===== src/rtl/buffer_fifo.sv =====
// Synchronous FIFO of WIDTH-bit words, DEPTH entries, with registered flags and read data.
// Define BUFFER_FIFO_ERR_EN to add sticky overflow/underflow outputs.
module buffer_fifo #(
    parameter int WIDTH = 8,
    parameter int DEPTH = 4
) (
    input  logic                       clk,
    input  logic                       reset,
    input  logic                       wr_en,
    input  logic [WIDTH-1:0]           wr_data,
    output logic                       full,
    input  logic                       rd_en,
    output logic [WIDTH-1:0]           rd_data,
    output logic                       rd_valid,
    output logic                       empty,
    output logic [$clog2(DEPTH+1)-1:0] count
`ifdef BUFFER_FIFO_ERR_EN
    ,
    output logic                       overflow,
    output logic                       underflow
`endif
);

    localparam int PW = (DEPTH > 1) ? $clog2(DEPTH) : 1;
    localparam int CW = $clog2(DEPTH + 1);

    logic [WIDTH-1:0] mem [DEPTH];
    logic [PW-1:0]    wr_ptr;
    logic [PW-1:0]    rd_ptr;
    logic [CW-1:0]    count_nxt;
    logic             wr_acc;
    logic             rd_acc;

    // Explicit wrap so non-power-of-two depths work.
    function automatic logic [PW-1:0] ptr_inc(input logic [PW-1:0] p);
        return (p == PW'(DEPTH - 1)) ? '0 : p + PW'(1);
    endfunction

    assign wr_acc = wr_en & ~full;
    assign rd_acc = rd_en & ~empty;

    always_comb begin
        count_nxt = count;
        case ({wr_acc, rd_acc})
            2'b10:   count_nxt = count + CW'(1);
            2'b01:   count_nxt = count - CW'(1);
            default: count_nxt = count;
        endcase
    end

    // Storage carries no reset; stale contents are unreachable once pointers clear.
    always_ff @(posedge clk) begin
        if (wr_acc)
            mem[wr_ptr] <= wr_data;
    end

    always_ff @(posedge clk or posedge reset) begin
        if (reset) begin
            wr_ptr   <= '0;
            rd_ptr   <= '0;
            count    <= '0;
            empty    <= 1'b1;
            full     <= 1'b0;
            rd_data  <= '0;
            rd_valid <= 1'b0;
        end else begin
            if (wr_acc)
                wr_ptr <= ptr_inc(wr_ptr);
            if (rd_acc) begin
                rd_ptr  <= ptr_inc(rd_ptr);
                rd_data <= mem[rd_ptr];
            end
            rd_valid <= rd_acc;
            count    <= count_nxt;
            // Flags follow the next count so they are valid in the same cycle as count.
            empty    <= (count_nxt == '0);
            full     <= (count_nxt == CW'(DEPTH));
        end
    end

`ifdef BUFFER_FIFO_ERR_EN
    always_ff @(posedge clk or posedge reset) begin
        if (reset) begin
            overflow  <= 1'b0;
            underflow <= 1'b0;
        end else begin
            if (wr_en & full)
                overflow <= 1'b1;
            if (rd_en & empty)
                underflow <= 1'b1;
        end
    end
`endif

endmodule


===== config.mk =====
export PLATFORM = sky130hd
export DESIGN_NAME = buffer_fifo
export DESIGN_NICKNAME = d
export VERILOG_FILES = /design/src/rtl/buffer_fifo.sv
export SDC_FILE = /design/constraint.sdc
export NUM_CORES = 1
export LEC_CHECK = 0
export CAP_MARGIN = 20
export CORE_ASPECT_RATIO = 1.1
export CORE_UTILIZATION = 35
export DETAILED_ROUTE_END_ITERATION = 8
export GPL_TIMING_DRIVEN = 0
export SYNTH_ARGS = -nofsm -noshare
export SYNTH_HDL_FRONTEND = slang
export SYNTH_SLANG_ARGS = --single-unit

===== constraint.sdc =====
create_clock -name clk -period 2.1 [get_ports clk]
set_clock_uncertainty 0.2 [all_clocks]
set_input_delay 0.315 -clock clk [delete_from_list [all_inputs] [get_ports clk]]
set_output_delay 0.315 -clock clk [all_outputs]
set_load 0.005 [all_outputs]

==> results of run 1 <==
==> repair_timing <==
| action | CTS | global route |
|---|---|---|
| gates resized for setup | 7 | 4 |
| cloned | 0 | 0 |
| setup endpoints to repair | 3 | 3 |
| pin swaps | 2 | 1 |
| buffers inserted | 5 | 1 |
==> where the power goes <==
part	internal (mW)	total, mW	switching (mW)	leakage, nW
Clock	0.356	0.645	0.289	0.0524
Combinational	0.661	1.19	0.527	0.443
Sequential	1.33	1.48	0.143	0.510
==> cells in the mapped netlist (2+ instances only) <==
master    number  area, µm²
ha_1           6       75.1
mux4_2         8        180
clkbuf_1       2       7.51
nand2_1       29        109
xor2_1         2       17.5
mux2i_1        2       20.0
o21ai_0        2       10.0
and2_1         4       25.0
edfxtp_1      32        961
inv_1          7       26.3
dfrtp_1       17        425
nor2_1         2       7.51
==> logic make-up (layout without fill, tap and decap cells) <==
logic type / Yosys count / after routing / share of synthesized area, %
DFF: 50 / 50 / 70.6
and+or+nand+nor: 41 / 41 / 9.19
buffers and inverters: 12 / 50 / 2.69
muxes: 10 / 10 / 10.0
adders and majority gates: 7 / 7 / 4.75
AOI/OAI and AO/OA: 5 / 5 / 1.44
xor gates and xnor gates: 3 / 3 / 1.31
==> state kept, by name, summed over array words and instances, names as in the netlist <==
| register | count |
|---|---|
| mem | 32 |
| rd_data | 8 |
| count | 3 |
| rd_ptr | 2 |
| wr_ptr | 2 |
| empty | 1 |
| full | 1 |
| rd_valid | 1 |
==> per-stage QoR <==
step	TNS (ps)	worst slack (ps)	hold WS [ps]	util, %	power [mW]
floorplan	-72.3	-40.8	52.8	-	2.14
global placement	-1490	-569	258	43.7	2.51
detailed placement	-1850	-648	262	43.7	2.60
CTS	-311	-167	258	46.5	3.28
global route	-407	-207	308	47.1	3.50
finish	-253	-136	236	47.1	3.31
==> layer usage <==
metal	track usage (%)	vias up
li1	-	522
met1	13.3	549
met2	24.1	14
met3	3.35	7
met4	5.19	0
met5	0	-
==> final timing paths <==
kind	from	endpoint	slack, ps	depth (start not counted)
hold reg to reg	rd_data[6]$_DFFE_PP0N_	rd_data[6]$_DFFE_PP0N_	270	2
min in group clk	rd_data[6]$_DFFE_PP0N_	rd_data[6]$_DFFE_PP0N_	270	2
setup reg to reg	empty$_DFF_PP1_	full$_DFF_PP0_	-140	8
hold / removal	reset	rd_valid$_DFF_PP0_	240	2
setup / recovery	empty$_DFF_PP1_	full$_DFF_PP0_	-140	8
max in group asynchronous	reset	rd_data[2]$_DFFE_PP0N_	990	2
==> cell type report <==
cell class / count / area share (%)
Sequential cell: 50 / 55.2
Multi-Input combinational cell: 66 / 23.3
Timing Repair Buffer: 31 / 11.4
Tap cell: 75 / 3.67
Clock buffer: 7 / 2.98
Inverter: 8 / 1.47
Clock inverter: 1 / 1.17
Buffer: 3 / 0.782
==> impl_metrics.env, run 1 <==
export IMPL_coreArea_mm2=0.00543
export IMPL_met3_length_um=92
export IMPL_multi_input_area_um2=596
export IMPL_worstPathCellList="nand2b_4 > inv_8 > ha_4 > inv_2 > fa_1 > xor2_2 > or3b_4 > mux2i_2"
export IMPL_critical_path_endpoint_type="register"
export IMPL_netlist_area_mm2=0.00200
export IMPL_cts_sinks=50
export IMPL_num_rows=28
export IMPL_failed_checks="negative setup slack"
export IMPL_highest_layer="met4"
export IMPL_slowest_delay_ps=400
export IMPL_ys_warn_count=0
export IMPL_hold_viol=0
export IMPL_dieArea_mm2=0.00602
export IMPL_tritoncts="done"
export IMPL_clock_path_buffers=2
export IMPL_final_cells=241
export IMPL_final_cell_mix="edfxtp_1 (32), nand2_1 (29), clkdlybuf4s50_1 (23)"
export IMPL_cts_root_buffer="clkbuf_8"
export IMPL_critPathMaxFanout=3
export IMPL_power_density_mw_per_mm2=1290
export IMPL_ioPinCount=26
export IMPL_overflow=0
export IMPL_design_area_mm2=0.00256
export IMPL_dr_first_iter_drc_count=34
export IMPL_worst_setup_path_type="reg2reg"
export IMPL_period_share_pct=106
export IMPL_port_buffer_count=25
export IMPL_htreeDepth=2
export IMPL_die_w_um=74.1
export IMPL_gp_congestion=0.754
export IMPL_setup_ws_ps=-136
export IMPL_drive_gt1_share_pct=20.5
export IMPL_syn_nets=147
export IMPL_ys_ff_latch=50
export IMPL_wirelength_mm=3.51
export IMPL_max_slew_margin_pct=50.8
export IMPL_report_final_slew_viol_count=0
export IMPL_register_area_mm2=0.00141
export IMPL_clkSlewWorstSetupHoldPaths_ps=90
export IMPL_path_delay_family="simple AND/OR/NAND/NOR gates"
export IMPL_dr_pass1_iters=4
export IMPL_status="complete, but fails checks"
export IMPL_ir_drop_v=0.000492
export IMPL_fillers=490
export IMPL_synth_edff_count=32
export IMPL_dpl_cell_area_mm2=0.00237
export IMPL_dpl_hpwl_mm=2.41
export IMPL_place_inst=228
export IMPL_synth_async_sr_flop_share_pct=36.0
export IMPL_synthToLayoutAreaGrowth_pct=27.9
export IMPL_clk_latency_ps=290
export IMPL_diodes=0
export IMPL_finalCriticalPeriod_ps=2240
export IMPL_path_buf_inv=2
export IMPL_worst_pin_slew_ps=736
export IMPL_numCtsBuffers=5
export IMPL_die_y_um=81.3
export IMPL_wl_met1_mm=1.35
export IMPL_cp_slowest_cell="fa_1"
export IMPL_start_util_pct=36.8
export IMPL_synth_ff_type="edfxtp_1"
export IMPL_met2_length_mm=2.01
export IMPL_groute_usage_overall_pct=12.8
export IMPL_routed_via_density=4.53
export IMPL_routed_via_count=1092
export IMPL_drc=0
export IMPL_rsz0062_at_grt="true"
export IMPL_cp_arrival_ps=2240
export IMPL_grt_max_degree=19
export IMPL_max_freq_ghz=0.447
export IMPL_synthCells=128
export IMPL_yosys_cell_types_count=27
export IMPL_start_kind="register"
export IMPL_ctsHoldBuffers=0
export IMPL_fin_nets=184
export IMPL_synth_avg_cell_area_um2=15.6
export IMPL_drtAntennaViolNets=0
export IMPL_grt_pass1_wl_mm=5.41
export IMPL_first_global_vias=1134
export IMPL_drt_wirelength_per_cell_um=14.6
export IMPL_setup_violations=2
export IMPL_min_path_type="in2async"
export IMPL_cp_required_ps=2110
export IMPL_drv_cap=0
export IMPL_antenna_found_initial=0
export IMPL_yosysSeqAreaShare_pct=70.6
export IMPL_final_common_cell="edfxtp_1"
export IMPL_leakage_nw=1.01
Note: power is estimated with default switching activity, not from simulation.
==> inputs of run 2 (changes only) <==
- CTS_CLUSTER_SIZE: not set -> 10
- GPL_ROUTABILITY_DRIVEN: not set -> 0
==> results of run 2 <==
Final layout, timing and power as in run 1 (identical DEF).
==> inputs of run 3 (changes only) <==
- DONT_BUFFER_PORTS: not set -> 1
- GPL_ROUTABILITY_DRIVEN: 0 -> not set
==> impl_metrics.env, run 3 (synthesized netlist as in run 1, its figures left out) <==
export IMPL_hold_viol=0
export IMPL_cts_root_buffer="clkbuf_8"
export IMPL_first_global_vias=1078
export IMPL_report_final_slew_viol_count=0
export IMPL_failed_checks="negative setup slack"
export IMPL_numCtsBuffers=5
export IMPL_overflow=0
export IMPL_drt_wirelength_per_cell_um=15.1
export IMPL_status="complete, but fails checks"
export IMPL_antenna_found_initial=0
export IMPL_reg2reg_setup_slack_ps=-90
export IMPL_dr_first_iter_drc_count=47
export IMPL_clock_path_buffers=2
export IMPL_start_kind="register"
export IMPL_period_share_pct=104
export IMPL_final_cell_mix="edfxtp_1 (32), nand2_1 (29), dfrtp_1 (17)"
export IMPL_start_util_pct=36.8
export IMPL_critical_path_endpoint_type="register"
export IMPL_worstPathCellList="nand2b_4 > inv_8 > ha_4 > inv_2 > fa_1 > nor2b_4 > or3b_1 > mux2i_1"
export IMPL_dieArea_mm2=0.00602
export IMPL_setup_tns_ps=-156
export IMPL_critPathMaxFanout=3
export IMPL_fin_nets=165
export IMPL_routed_via_density=4.55
export IMPL_slowest_delay_ps=470
export IMPL_rr_startpoint="empty$_DFF_PP1_"
export IMPL_dr_pass1_iters=4
export IMPL_regMostFlops="mem"
export IMPL_leakage_nw=0.922
export IMPL_clkSlewWorstSetupHoldPaths_ps=90
export IMPL_grt_pass1_wl_mm=5.29
export IMPL_dpl_hpwl_mm=2.25
export IMPL_power_density_mw_per_mm2=1240
export IMPL_hold_start="wr_en"
export IMPL_clk_latency_ps=300
export IMPL_coreArea_mm2=0.00543
export IMPL_finalCriticalPeriod_ps=2190
export IMPL_reg2regPathDepth=8
export IMPL_max_freq_ghz=0.457
export IMPL_drc=0
export IMPL_biggestRegsByFlops="mem: 32 flops, rd_data: 8 flops, count: 3 flops"
export IMPL_groute_usage_overall_pct=12.8
export IMPL_routed_via_count=1010
export IMPL_worst_pin_slew_ps=739
export IMPL_cp_arrival_ps=2210
export IMPL_drive_gt1_share_pct=19.0
export IMPL_worstHoldEndpoint="wr_ptr[1]$_DFFE_PP0P_"
export IMPL_drv_cap=0
export IMPL_max_slew_margin_pct=50.7
export IMPL_cp_required_ps=2120
export IMPL_worst_setup_path_type="reg2reg"
export IMPL_setup_violations=2
export IMPL_rsz0062_at_grt="true"
export IMPL_port_buffer_count=0
export IMPL_ioPinCount=26
export IMPL_ir_drop_v=0.000530
export IMPL_largest_register_ffs=32
export IMPL_num_rows=28
export IMPL_die_y_um=81.3
export IMPL_drtAntennaViolNets=0
export IMPL_r2r_end="full$_DFF_PP0_"
export IMPL_dpl_cell_area_mm2=0.00212
export IMPL_wirelength_mm=3.35
export IMPL_final_common_cell="edfxtp_1"
export IMPL_synthToLayoutAreaGrowth_pct=16.7
export IMPL_setup_ws_ps=-87.1
export IMPL_cts_sinks=50
export IMPL_design_area_mm2=0.00233
export IMPL_min_path_type="in2reg"
export IMPL_die_w_um=74.1
export IMPL_cp_slowest_cell="fa_1"
export IMPL_holdPathStages=3
export IMPL_htreeDepth=2
export IMPL_grt_max_degree=19
export IMPL_diodes=0
export IMPL_gp_congestion=0.666
export IMPL_tritoncts="done"
run 3: cell count changes in the layout (fill, tap and decap cells not counted), sizes merged:
cell / before / now
buf: 8 / 5
dlygate4sd3: 0 / 9
clkinv: 0 / 1
dlygate4sd2: 2 / 0
clkdlybuf4s50: 23 / 0
bufinv: 1 / 0
run 3: metal layers:
layer,wire (µm),GRT usage (%),vias to the layer above
met4,42,5.77,0
met1,1280,13.4,511
met3,112,4.59,4
li1,-,-,481
met2,1920,22.9,14
met5,0,0,-
run 3: repair_timing:
item	in CTS	in global routing
pin swaps	1	0
setup endpoints to repair	2	2
endpoints found under the hold margin	49	0
hold buffers	9	0
setup buffers	2	1
resized for setup	3	1
run 3: final cells by class:
cell class	instances	area, µm²
Buffer	3	20.0
Sequential cell	50	1410
Fill cell	481	3100
Clock inverter	1	5.00
Tap cell	75	93.8
Inverter	8	37.5
Timing Repair Buffer	12	113
Clock buffer	7	86.3
Multi-Input combinational cell	66	567
run 3: worst max-delay path by stage:
stage / cells past startpoint / end / start / slack [ps]
global route: 8 / full$_DFF_PP0_ / empty$_DFF_PP1_ / -180
detailed placement: 8 / full$_DFF_PP0_ / empty$_DFF_PP1_ / -200
floorplan: 9 / empty$_DFF_PP1_ / wr_en / -40
finish: 8 / full$_DFF_PP0_ / empty$_DFF_PP1_ / -90
global placement: 8 / full$_DFF_PP0_ / empty$_DFF_PP1_ / -180
CTS: 8 / full$_DFF_PP0_ / empty$_DFF_PP1_ / -110
run 3: worst max-delay path, delay by kind of cell (launching register included):
family / cells / cell delay, ps
adder cells (fa/ha/maj): 2 / 600
buffers and inverters: 2 / 90
AND/OR/NAND/NOR: 3 / 660
flip-flops: 1 / 380
multiplexers: 1 / 160
run 3: metrics by stage:
step                util [%]  std cells  power (mW)  hold WS [ps]  worst slack [ps]
detailed placement      39.1        203        2.33           171              -205
floorplan                  -        128        2.14          52.8             -40.8
CTS                     42.8        221        2.93           139              -109
global placement        39.1        203        2.28           165              -176
finish                  43.0        222        2.89           125             -87.1
global route            43.0        222        3.09           143              -180
run 3: power breakdown:
part	switching [mW]	internal (mW)
clock	0.301	0.266
combinational	0.414	0.409
sequential	0.167	1.33
total	0.881	2.01
